==> src/rtl/ccr_branch_unit.sv <==
// rtl/ccr_branch_unit.sv - condition-code register, interrupt shadow and branch resolution unit.
// Conditions are evaluated on the registered CCR; a taken branch emits a one-cycle redirect/flush pulse.
module ccr_branch_unit (
    input  logic        clk,
    input  logic        rst_n,
    input  logic [2:0]  alu_flags,
    input  logic        flags_we,
    input  logic        setc,
    input  logic        clrc,
    input  logic [2:0]  jmp_type,
    input  logic [15:0] target,
    input  logic        int_save,
    input  logic        rti_restore,
    input  logic        stall,
    output logic [2:0]  ccr,
    output logic        branch_taken,
    output logic [15:0] branch_pc,
    output logic        flush,
    output logic        shadow_valid,
    output logic        nest_err
);

    typedef enum logic {
        ST_RUN   = 1'b0,
        ST_FLUSH = 1'b1
    } state_t;

    state_t      state_q, state_d;
    logic [2:0]  ccr_q, ccr_d;
    logic [2:0]  shadow_q, shadow_d;
    logic        shadow_valid_q, shadow_valid_d;
    logic        nest_err_q, nest_err_d;
    logic        branch_taken_q, branch_taken_d;
    logic        flush_q, flush_d;
    logic [15:0] branch_pc_q, branch_pc_d;

    logic        cond;
    logic        taken;
    logic [2:0]  clr_mask;

    always_comb begin
        state_d        = state_q;
        ccr_d          = ccr_q;
        shadow_d       = shadow_q;
        shadow_valid_d = shadow_valid_q;
        nest_err_d     = nest_err_q;
        branch_taken_d = branch_taken_q;
        flush_d        = flush_q;
        branch_pc_d    = branch_pc_q;
        cond           = 1'b0;
        taken          = 1'b0;
        clr_mask       = 3'b000;

        case (jmp_type)
            3'b001: begin cond = ccr_q[0]; clr_mask = 3'b001; end
            3'b010: begin cond = ccr_q[1]; clr_mask = 3'b010; end
            3'b011: begin cond = ccr_q[2]; clr_mask = 3'b100; end
            3'b100: cond = 1'b1;
            default: cond = 1'b0;
        endcase

        if (!stall) begin
            // The instruction seen in FLUSH is on the wrong path, so its jump is dropped.
            taken          = (state_q == ST_RUN) && cond;
            branch_taken_d = taken;
            flush_d        = taken;
            state_d        = taken ? ST_FLUSH : ST_RUN;
            if (taken) begin
                branch_pc_d = target;
            end

            // Apply CCR writers lowest priority first so higher ones overwrite.
            if (taken) begin
                ccr_d = ccr_q & ~clr_mask;
            end
            if (clrc) begin
                ccr_d[2] = 1'b0;
            end
            if (setc) begin
                ccr_d[2] = 1'b1;
            end
            if (flags_we) begin
                ccr_d = alu_flags;
            end
            if (rti_restore && shadow_valid_q) begin
                ccr_d = shadow_q;
            end

            // A simultaneous save wins the valid bit: the restore consumes the old shadow first.
            if (int_save) begin
                shadow_d       = ccr_q;
                shadow_valid_d = 1'b1;
                if (shadow_valid_q) begin
                    nest_err_d = 1'b1;
                end
            end else if (rti_restore && shadow_valid_q) begin
                shadow_valid_d = 1'b0;
            end
        end
    end

    always_ff @(posedge clk or negedge rst_n) begin
        if (!rst_n) begin
            state_q        <= ST_RUN;
            ccr_q          <= 3'b000;
            shadow_q       <= 3'b000;
            shadow_valid_q <= 1'b0;
            nest_err_q     <= 1'b0;
            branch_taken_q <= 1'b0;
            flush_q        <= 1'b0;
            branch_pc_q    <= 16'h0000;
        end else begin
            state_q        <= state_d;
            ccr_q          <= ccr_d;
            shadow_q       <= shadow_d;
            shadow_valid_q <= shadow_valid_d;
            nest_err_q     <= nest_err_d;
            branch_taken_q <= branch_taken_d;
            flush_q        <= flush_d;
            branch_pc_q    <= branch_pc_d;
        end
    end

    assign ccr          = ccr_q;
    assign branch_taken = branch_taken_q;
    assign branch_pc    = branch_pc_q;
    assign flush        = flush_q;
    assign shadow_valid = shadow_valid_q;
    assign nest_err     = nest_err_q;

endmodule

==> config.mk <==
export PLATFORM = sky130hd
export DESIGN_NAME = ccr_branch_unit
export DESIGN_NICKNAME = d
export VERILOG_FILES = /design/src/rtl/ccr_branch_unit.sv
export SDC_FILE = /design/constraint.sdc
export NUM_CORES = 1
export LEC_CHECK = 0
export CORE_ASPECT_RATIO = 2
export CORE_MARGIN = 1.5
export CORE_UTILIZATION = 40
export CTS_BUF_LIST = sky130_fd_sc_hd__clkbuf_4
export DETAILED_ROUTE_END_ITERATION = 7
export GPL_ROUTABILITY_DRIVEN = 0
export MAX_ROUTING_LAYER = met4
export PLACE_DENSITY = 0.83
export SLEW_MARGIN = 25
export SYNTH_ARGS = -nofsm -noshare
export SYNTH_HDL_FRONTEND = slang
export SYNTH_SLANG_ARGS = --single-unit
==> constraint.sdc <==
create_clock -name clk -period 1.9 [get_ports clk]
set_clock_uncertainty 0.2 [all_clocks]
set_input_delay 0.19 -clock clk [delete_from_list [all_inputs] [get_ports clk]]
set_output_delay 0.19 -clock clk [all_outputs]
set_load 0.01 [all_outputs]
# == Word level (Yosys, flattened, before mapping) ==
# Cells that the tools add are included.
# classes
eq_ne,4
n_mux,10
bitwise_logic,4
n_reduce_logical,11
# ops
operator,n
2-bit AND reduction,5
3-bit two-way mux,3
3-bit case mux with 3 select lines,1
"3-bit by 2-bit == test with 1-bit output, second input constant",2
1-bit two-way mux,5
5-bit nonzero test,1
1-bit case mux with 4 select lines,1
3-bit AND,1
"3-bit by 1-bit == test with 1-bit output, second input constant",1
"3-bit == test, second input constant",1
3-bit NOT,1
3-bit AND reduction,1
3-bit nonzero test,1
1-bit logical AND,2
1-bit NOT,2
2-bit nonzero test,1
# word_totals
reg_bits,26
input_bits,30
output_inout_bits,23
wordCells,37

# == Longest topological paths before layout ==
# depth
ltp_word,9
mapped_depth,6
ltp_nobuf,4

# == Least setup slack after synthesis ==
# OpenSTA, ideal clock, no wires.
# synth_timing
path_type,register to register
startpoint,"register ccr_q[2], in the netlist ccr[2]"
endpoint,"register branch_pc_q[10], in the netlist branch_pc[10]"
setup_ps,125
arrival_ps,1411
required_time_ps,1575
slack_ps,163
stages_incl_launch_ff,7
n_path_buf,2
synth_period_minus_slack_ps,1737
path_cell_list,dfrtp_1 > mux2i_1 > o211ai_2 > and2_4 > buf_8 > buf_12 > mux2_4
# synth_via
elab_chain_cells,3
# synth_lines
item,line,rtl
from (decl),29,"logic [2:0] ccr_q, ccr_d;"
from (signal assigned),114,ccr_q <= ccr_d;
1-bit case mux with 4 select lines,54,case (jmp_type)
1-bit logical AND,64,taken = (state_q == ST_RUN) && cond;
2-bit AND reduction (no line),--,
to (signal assigned),120,branch_pc_q <= branch_pc_d;
to (decl),35,"logic [15:0] branch_pc_q, branch_pc_d;"
# No other way between the ends.
# A chain may end at the register's enable or synchronous reset.

# == Worst setup path after layout ==
# layout_timing
startpoint,input jmp_type[2]
endpoint,"register branch_pc_q[7], in the netlist branch_pc[7]"
# layout_via
elab_chain_cells,4
elab_cells_between_ends,7
classes_between,4 x eq/ne; 1 x mux; 2 x reduce/logical
# layout_lines
item,line,rtl
from (decl),10,"input logic [2:0] jmp_type,"
"3-bit == test, or another cell as far along",54,
1-bit case mux with 4 select lines (*),54,
1-bit logical AND (*),64,
2-bit AND reduction (no line) (*),--,
# Mark *: on every way between the ends. The rest lies on a longest branch, timed or not.

==> results.py <==
metrics = {
    "power": {
        "leakagePower_nw": 0.793,
        "p_total_mw": 2.18,
        "pwr_density_cell_mw_per_mm2": 1200,
        "ir_drop_mv": 0.607,
    },
    "floorplanning": {
        "fp.coreArea_mm2": 0.00277,
        "num_rows": 27,
        "io-pin-count": 53,
        "die_h_um": 79.2,
        "start_util_pct": 41.9,
        "die_x_um": 41.1,
        "dieArea_mm2": 0.00325,
    },
    "yosys": {
        "synth_top_area_share_pct": 53.9,
        "yosysWarnings": 0,
        "syn_avg_cell_area_um2": 13.5,
        "ys_seq_area_share_pct": 53.9,
        "syn_area_mm2": 0.00116,
        "ys_ff_latch": 25,
        "synth_largest_area_cell": "dfrtp_1",
        "synthTopCellsByArea": "dfrtp_1 (54%), mux2_2 (13%), mux2_4 (9.1%)",
        "synth_cell_types": 28,
        "synth_cells": 86,
        "synth.net_count": 116,
    },
    "critical_path": {
        "reg2regPathDepth": 4,
        "arrival_ps": 1850,
        "cp.required_ps": 1910,
        "worstSetupPathType": "in2reg",
        "endpoint_kind": "register",
        "crit_path_start_kind": "primary input",
        "crit_fanout": 17,
    },
    "global_route": {
        "grt_pass1_wl_um": 4130,
        "grt-ovfl-total": 0,
        "antenna_found_initial": 0,
        "grt_max_degree": 26,
        "first_global_vias": 1003,
        "grt_util_all_layers_pct": 18.6,
    },
    "timing": {
        "worst_pin_slew_ps": 307,
        "setup_viol": 0,
        "clock.fmax_ghz": 0.544,
        "timing.hold.ws_ps": 23.6,
        "fin_crit_sh_pct": 96.7,
        "slew_headroom_pct": 79.5,
        "drv_slew": 0,
        "post-route-min-period_ps": 1840,
        "rsz0062_at_grt": "false",
        "final_hold_viol_count": 0,
    },
    "status": {
        "outcome": "finished, final reports clean",
    },
    "cells_and_area": {
        "final_cell_mix": "clkdlybuf4s50_1 (52), dfrtp_1 (25), buf_4 (15)",
        "n_antenna_cell": 0,
        "fin_cells": 183,
        "fin_area_mm2": 0.00182,
        "syn2layout_area_growth_pct": 56.6,
        "final_layout_size_suffix_gt1_share_pct": 26.6,
        "final_common_cell": "clkdlybuf4s50_1",
        "nets": 185,
    },
    "route": {
        "drt_iter0_drc": 16,
        "detail_route.first_pass.iterations": 4,
        "via_per_inst": 5.32,
        "drcViolationCount": 0,
        "wire_per_inst_um": 14.6,
        "antenna_left": 0,
        "wirelength_um": 2670,
        "num_vias": 973,
    },
    "clock_network": {
        "cts_tree": "done",
        "clkLatencyLatePin_ps": 310,
        "clockBufferDepth": 2,
        "h-tree-depth": 1,
        "cts_hold_buf": 0,
        "post_cts_buffers": 0,
        "ctsRootBufferMaster": "clkbuf_4",
        "cts-resized-gates": 0,
        "clkSinkCount": 25,
        "cts_made_buffers": 3,
        "clkTransAtPathRegs_ps": 120,
    },
    "min_path": {
        "hp-class": "in2async",
    },
    "place": {
        "portBuffers": 52,
        "dpl.cell_count": 179,
        "dp.final_hpwl_um": 2180,
        "placed_area_mm2": 0.00179,
    },
    "job": {
        "drv_cap": 0,
    },
}
## power breakdown
part / switching, mW / total (mW) / internal, mW
registers: 0.136 / 0.900 / 0.764
clock network: 0.144 / 0.241 / 0.0964
logic: 0.354 / 1.04 / 0.689
total: 0.634 / 2.18 / 1.55
## flip-flops by register name (all words and copies together) (netlist names)
signal,flops
branch_pc,16
shadow_valid,1
shadow_q,3
state_q,1
ccr,3
nest_err,1
## final cells by class
type	instances	area [um2]
multi-input combinational	54	477
tap	29	36.3
inverter	4	15.0
sequential	25	626
fill	211	953
clock buffer	4	30.0
timing repair buffer	67	633
## logic make-up (layout without fill, tap and decap cells)
| logic type | count (synthesis) | after routing | share of synthesized area [%] |
|---|---|---|---|
| buf+inv | 7 | 75 | 4.96 |
| mux | 21 | 21 | 22.5 |
| flops | 25 | 25 | 53.9 |
| simple gates | 14 | 14 | 7.55 |
| compound gates | 19 | 19 | 11.0 |
## through the flow
stage / setup TNS (ps) / util, % / worst slack, ps
finish: 0 / 65.6 / 63.4
global route: 0 / 65.6 / 14.7
CTS: 0 / 65.6 / 52.0
detailed placement: -5040 / 64.5 / -295
global placement: -3540 / 64.5 / -207
floorplan: 0 / - / 163
## cells in the mapped netlist
master	n
a311oi_1	1
dfrtp_1	25
a31oi_1	2
o311ai_0	1
and2_4	1
buf_4	1
nand2_1	1
nand3_1	1
inv_1	4
a21o_1	1
nand3b_1	1
nor2b_1	1
nor2_1	3
o21ai_0	5
nand4bb_1	1
o21bai_1	1
nand2b_1	2
and3_1	2
buf_8	1
o211ai_2	1
or3b_1	1
mux2_2	13
a21oi_1	4
buf_12	1
o221ai_1	2
mux2_4	7
o211ai_1	1
mux2i_1	1
## critical path: stages
cell and delay, ps:
clkdlybuf4s50_1 480, or3b_1 370, o211ai_2 100, and2_4 330, mux2_2 380
## routing by layer
metal  share of wire [%]  global-route usage (%)  routed length [um]  vias to the layer above
met5                   0                       -                   0                        -
met4                 3.5                    10.0                  94                        0
met3                 9.2                    2.79                 245                        9
li1                    -                       -                   -                      449
met1                  33                    18.7                 883                      464
met2                  54                    31.4                1450                       51
## final timing paths
path	startpoint	to	slack (ps)
worst min-delay path	rst_n	branch_pc[13]	20
min in group clk	target[12]	branch_pc[12]	280
worst max-delay path	jmp_type[2]	branch_pc[7]	60
max in group asynchronous	rst_n	ccr[2]	1240
worst min register to register	nest_err	nest_err	290
worst max register to register	ccr[1]	branch_pc[7]	200
(Power assumes the default switching activity.)
